$ cat config.mk
export PLATFORM = sky130hd
export DESIGN_NAME = load_store_unit
export DESIGN_NICKNAME = d
export VERILOG_FILES = /design/src/rtl/riscv_defines.sv /design/src/rtl/lsu_data_align.sv /design/src/rtl/load_store_unit.sv
export SDC_FILE = /design/constraint.sdc
export NUM_CORES = 1
export LEC_CHECK = 0
export CAP_MARGIN = 20
export CORE_MARGIN = 10
export CORE_UTILIZATION = 55
export DETAILED_ROUTE_END_ITERATION = 8
export HOLD_SLACK_MARGIN = 0.15
export PLACE_DENSITY_LB_ADDON = 0.3
export SETUP_SLACK_MARGIN = 0.5
export SYNTH_ARGS = -nofsm -noshare
export SYNTH_HDL_FRONTEND = slang
export SYNTH_HIERARCHICAL = 1
export SYNTH_SLANG_ARGS = --single-unit
$ cat constraint.sdc
create_clock -name clk -period 7.4 [get_ports clk]
set_input_delay 0.74 -clock clk [delete_from_list [all_inputs] [get_ports clk]]
set_output_delay 0.74 -clock clk [all_outputs]
set_load 0.05 [all_outputs]
$ cat src/rtl/riscv_defines.sv
// Shared core definitions: address width, LSU access sizes and LSU FSM states.
package riscv_defines;

  localparam int RISCV_ADDR_WIDTH = 32;

  localparam logic [1:0] LSU_SIZE_B = 2'b00;
  localparam logic [1:0] LSU_SIZE_H = 2'b01;
  localparam logic [1:0] LSU_SIZE_W = 2'b10;

  typedef enum logic [1:0] {
    IDLE,
    REQ,
    RESP
  } lsu_state_e;

endpackage

$ cat src/rtl/lsu_data_align.sv
// Combinational lane logic: byte enables, split detection, store-data rotation,
// and load-data extraction with sign/zero extension.
module lsu_data_align
  import riscv_defines::*;
(
  input  logic [1:0]  off,
  input  logic [1:0]  size,
  input  logic        sign_ext,
  input  logic [31:0] wdata,
  input  logic [31:0] rdata,
  input  logic [31:0] lo,
  output logic [7:0]  be8,
  output logic        split,
  output logic [31:0] wdata_rot,
  output logic [31:0] rdata_ext
);

  logic [3:0]  mask;
  logic [63:0] word;
  logic [31:0] raw;

  function automatic logic [31:0] ext_byte(input logic [7:0] b, input logic sgn);
    logic signed [7:0] sb;
    sb = signed'(b);
    return sgn ? 32'(sb) : {24'b0, b};
  endfunction

  function automatic logic [31:0] ext_half(input logic [15:0] h, input logic sgn);
    logic signed [15:0] sh;
    sh = signed'(h);
    return sgn ? 32'(sh) : {16'b0, h};
  endfunction

  always_comb begin
    mask      = 4'b1111;
    wdata_rot = wdata;
    rdata_ext = 32'b0;
    case (size)
      LSU_SIZE_B: mask = 4'b0001;
      LSU_SIZE_H: mask = 4'b0011;
      default:    mask = 4'b1111;
    endcase
    be8   = {4'b0, mask} << off;
    split = |be8[7:4];

    case (off)
      2'd0:    wdata_rot = wdata;
      2'd1:    wdata_rot = {wdata[23:0], wdata[31:24]};
      2'd2:    wdata_rot = {wdata[15:0], wdata[31:16]};
      default: wdata_rot = {wdata[7:0],  wdata[31:8]};
    endcase

    // A split load has its low bytes in the upper lanes of the first word.
    word = split ? {rdata, lo} : {32'b0, rdata};
    raw  = 32'(word >> {off, 3'b000});
    case (size)
      LSU_SIZE_B: rdata_ext = ext_byte(raw[7:0], sign_ext);
      LSU_SIZE_H: rdata_ext = ext_half(raw[15:0], sign_ext);
      default:    rdata_ext = raw;
    endcase
  end

endmodule

$ cat src/rtl/load_store_unit.sv
// Data-side LSU: single-outstanding req/gnt/rvalid transactions, misaligned
// accesses split into two word transfers, load data extended for the register file.
module load_store_unit
  import riscv_defines::*;
#(
  parameter int DATA_WIDTH = 32,
  parameter int ADDR_WIDTH = RISCV_ADDR_WIDTH
) (
  input  logic                  clk,
  input  logic                  rst_n,
  input  logic                  lsu_en_i,
  input  logic                  lsu_we_i,
  input  logic [1:0]            lsu_size_i,
  input  logic                  lsu_sign_ext_i,
  input  logic [ADDR_WIDTH-1:0] lsu_addr_i,
  input  logic [DATA_WIDTH-1:0] lsu_wdata_i,
  output logic [DATA_WIDTH-1:0] lsu_rdata_o,
  output logic                  lsu_done_o,
  output logic                  data_req_o,
  input  logic                  data_gnt_i,
  output logic [ADDR_WIDTH-1:0] data_addr_o,
  output logic                  data_we_o,
  output logic [3:0]            data_be_o,
  output logic [DATA_WIDTH-1:0] data_wdata_o,
  input  logic                  data_rvalid_i,
  input  logic [DATA_WIDTH-1:0] data_rdata_i
);

  lsu_state_e            state;
  logic                  second_q;
  logic [31:0]           lo_q;
  logic [ADDR_WIDTH-1:0] addr_q;
  logic                  we_q;
  logic [1:0]            size_q;
  logic                  sign_q;
  logic [31:0]           wdata_q;

  logic                  issue;
  logic [ADDR_WIDTH-1:0] cur_addr;
  logic                  cur_we;
  logic [1:0]            cur_size;
  logic                  cur_sign;
  logic [31:0]           cur_wdata;
  logic [ADDR_WIDTH-1:0] word_addr;
  logic [7:0]            be8;
  logic                  split;
  logic [31:0]           wdata_rot;
  logic [31:0]           rdata_ext;
  logic                  last_resp;

  // Operands come straight from the controller in the issue cycle and from the
  // latched copy afterwards, so the bus stays stable even if lsu_en_i drops.
  assign issue     = (state == IDLE) && lsu_en_i;
  assign cur_addr  = (state == IDLE) ? lsu_addr_i     : addr_q;
  assign cur_we    = (state == IDLE) ? lsu_we_i       : we_q;
  assign cur_size  = (state == IDLE) ? lsu_size_i     : size_q;
  assign cur_sign  = (state == IDLE) ? lsu_sign_ext_i : sign_q;
  assign cur_wdata = (state == IDLE) ? lsu_wdata_i    : wdata_q;
  assign word_addr = {cur_addr[ADDR_WIDTH-1:2], 2'b00};

  lsu_data_align u_align (
    .off       (cur_addr[1:0]),
    .size      (cur_size),
    .sign_ext  (cur_sign),
    .wdata     (cur_wdata),
    .rdata     (data_rdata_i),
    .lo        (lo_q),
    .be8       (be8),
    .split     (split),
    .wdata_rot (wdata_rot),
    .rdata_ext (rdata_ext)
  );

  assign last_resp    = !(split && !second_q);
  assign data_req_o   = rst_n && (issue || (state == REQ));
  assign lsu_done_o   = (state == RESP) && data_rvalid_i && last_resp;
  assign lsu_rdata_o  = (lsu_done_o && !cur_we) ? rdata_ext : '0;
  assign data_addr_o  = !data_req_o ? '0 :
                        second_q ? word_addr + ADDR_WIDTH'(4) : word_addr;
  assign data_be_o    = !data_req_o ? 4'b0 : (second_q ? be8[7:4] : be8[3:0]);
  assign data_we_o    = data_req_o && cur_we;
  assign data_wdata_o = data_req_o ? wdata_rot : '0;

  always_ff @(posedge clk) begin
    if (issue) begin
      addr_q  <= lsu_addr_i;
      we_q    <= lsu_we_i;
      size_q  <= lsu_size_i;
      sign_q  <= lsu_sign_ext_i;
      wdata_q <= lsu_wdata_i;
    end
  end

  always_ff @(posedge clk or negedge rst_n) begin
    if (!rst_n) begin
      state    <= IDLE;
      second_q <= 1'b0;
      lo_q     <= '0;
    end else begin
      case (state)
        IDLE: if (lsu_en_i) state <= data_gnt_i ? RESP : REQ;
        REQ:  if (data_gnt_i) state <= RESP;
        RESP: begin
          if (data_rvalid_i) begin
            if (!last_resp) begin
              lo_q     <= data_rdata_i;
              second_q <= 1'b1;
              state    <= REQ;
            end else begin
              second_q <= 1'b0;
              state    <= IDLE;
            end
          end
        end
        default: state <= IDLE;
      endcase
    end
  end

endmodule

==> qor.yml <==
outcome: "finished clean"
path_max_fanout: 37
pwr-share-seq: 0.261
clockPowerShare: 0.149
cpMaxStageDelayCell: "or2_2"
cp.depth: 10
fin_crit_sh: 0.809
critPathCapture: "lsu_rdata_o[4]"
drt_iter0_drc: 649
fp.dieArea_um2: 20100
report.final.slew_viol_count: 0
clk_pin_slew_worst_paths_ns: 0.07
grt_overflow_total: 0
die_x_um: 142
cts_buffers: 9
holdWs_ns: 0.515
synthesis.area_um2: 8160
maxCapViolCount: 0
place_hpwl_um: 18000
critPathRequiredTime_ns: 6.66
grt_use_total: 0.239
drc_errors: 0
r2r_slack_ns: 3.44
power_frac_comb: 0.590
reg2reg_from: "state[1]$_DFFE_PN0P_"
setup_ws_ns: 1.42
critPathLaunchType: "flip-flop"
rsz0062_at_grt: "no"
switching_share: 0.436
crit_path_start: "state[1]$_DFFE_PN0P_"
min_path_type: "reg2reg"
cts_buffer_depth: 2
max_freq_ghz: 0.167
p_per_area_nw_per_um2: 288
irDropWorstVdd_mv: 0.172
relSlewSlack: 0.388
grt_max_degree: 62
crit_family: "simple AND/OR/NAND/NOR gates"
cts_sinks: 95
drt_wl_total_um: 24600
cts_setup_buffers: 0
ff_latch_area_um2: 2720
nets: 1095
syn2layout_area_growth_pct: 28.9
start_util: 0.561
cpPeakStageDelay_ns: 0.82
r2r_cells: 9
firstDrtPassIters: 7
portBuffers: 205
drive_gt1_frac: 0.160
die_y_um: 142
antenna_found_initial: 2
crit_chain: "or2_2 -> nand2_1 -> nand2_2 -> buf_4 -> o21ai_1 -> nand2_1 -> mux2_2 -> mux4_2 -> and3_1 -> clkdlybuf4s50_1"
final_hold_viol_count: 0
critPathKind: "reg2out"
worst_slew_pin_slew_ns: 0.918
crit_buf_inv: 2
tns_ns: 0
vias: 7368
path_common_cell: "nand2_1"
fin_crit_ns: 5.98
floorplan.rows: 44
ant_nets: 0
fin_worst_skew_ns: 0.00736
cts_tree: "built"
grt_pass1_vias: 7211
r2r_end: "lo_q[21]$_DFFE_PN0P_"
finalPower_mw: 3.03
p_leak_nw: 4.03
gp_congestion: 0.984
pre_cts_ws_ns: 1.83
viasPerCell: 6.24
crit_arrival_ns: 5.24
setup_viol: 0
worst_setup_path_end_kind: "output port"
htree_levels: 3
syn_inst: 832
drt-wirelength-per-cell_um: 20.9
power.switching_mw: 1.32
yosysWarnings: 6
clk_latency_ns: 0.35
fill_cells: 1113
p_int_mw: 1.71
grt_pass1_wl_um: 39300
multi_input_area_um2: 5090
root_buffer: "clkbuf_16"
ctsHoldBuffers: 0
cts-resized-gates: 0
avgSynthCellArea_um2: 9.80
core-area_um2: 14500
io_pins: 208
==> cell type report <==
class                      count  area share
inverter                       8     0.00286
multi-input combinational    656       0.484
tap                          184      0.0219
clock inverter                 7     0.00512
sequential                    95       0.259
clock buffer                   9      0.0214
timing repair buffer         219       0.205
antenna                        2    0.000476
==> layout by cell type (no fill, tap or decap), drive strengths merged, types with 6 or more instances in the layout <==
master         count
nand3             37
clkbuf             9
dfrtp             27
and3              38
clkdlybuf4s50    205
o31ai              6
a2111oi            7
a21oi             32
nand4              7
a22oi             10
mux2              46
buf               14
nor3               6
and2              38
nor2              37
nand2            166
o21ai             19
xor2               6
nand3b            10
nand4bb            6
nand2b             9
mux2i             32
or3b               7
o211ai            17
inv               10
xnor2             13
edfxtp            68
or4bb              8
mux4              55
==> worst min path at each step <==
| stage | cells past startpoint | startpoint | to | slack, ns |
|---|---|---|---|---|
| 3_3_place_gp | 1 | lo_q[12]$_DFFE_PN0P_ | lo_q[12]$_DFFE_PN0P_ | 0.49 |
| 5_1_grt | 1 | lo_q[10]$_DFFE_PN0P_ | lo_q[10]$_DFFE_PN0P_ | 0.52 |
| 6_report | 1 | lo_q[10]$_DFFE_PN0P_ | lo_q[10]$_DFFE_PN0P_ | 0.52 |
| 3_5_place_dp | 1 | lo_q[14]$_DFFE_PN0P_ | lo_q[14]$_DFFE_PN0P_ | 0.50 |
| 2_1_floorplan | 0 | rst_n | lo_q[10]$_DFFE_PN0P_ | 0.44 |
| 4_1_cts | 1 | lo_q[12]$_DFFE_PN0P_ | lo_q[12]$_DFFE_PN0P_ | 0.51 |
==> registers in the layout (all words and copies together), names as in the netlist <==
name and cells:
addr_q 32, wdata_q 32, lo_q 24, size_q 2, state 2, second_q 1
sign_q 1, we_q 1
==> metrics by stage <==
| step | utilization | instance area (um2) | std cells |
|---|---|---|---|
| 3_3_place_gp | 0.704 | 10200 | 1162 |
| 5_1_grt | 0.723 | 10500 | 1180 |
| 2_1_floorplan | - | 8160 | 833 |
| 6_report | 0.723 | 10500 | 1180 |
| 3_5_place_dp | 0.704 | 10200 | 1162 |
| 4_1_cts | 0.723 | 10500 | 1178 |
==> power by group through the flow <==
stage,clock (mW),sequential [mW],combinational (mW)
after floorplan,0,0.759,1.36
after global placement,0,0.794,1.74
after detailed placement,0,0.801,1.77
after CTS,0.457,0.791,1.78
after global routing,0.482,0.806,1.93
final,0.451,0.791,1.79
==> worst reg2reg max path: cells and delay by family, from the launching register on <==
family / cells / cell delay [ns]
DFF: 1 / 0.66
buffers and inverters: 2 / 0.78
muxes: 1 / 0.40
AOI/OAI and AO/OA: 1 / 0.16
and+or+nand+nor: 5 / 1.85
==> metal layers <==
| metal | GRT usage | routed length [um] | vias to the layer above | part of all wire |
|---|---|---|---|---|
| li1 | - | - | 3415 | - |
| met1 | 0.311 | 10100 | 3576 | 0.41 |
| met2 | 0.390 | 12000 | 339 | 0.49 |
| met3 | 0.0477 | 1890 | 38 | 0.077 |
| met4 | 0.0791 | 568 | 0 | 0.023 |
| met5 | 0 | 0 | - | 0 |
(Power assumes the default switching activity.)
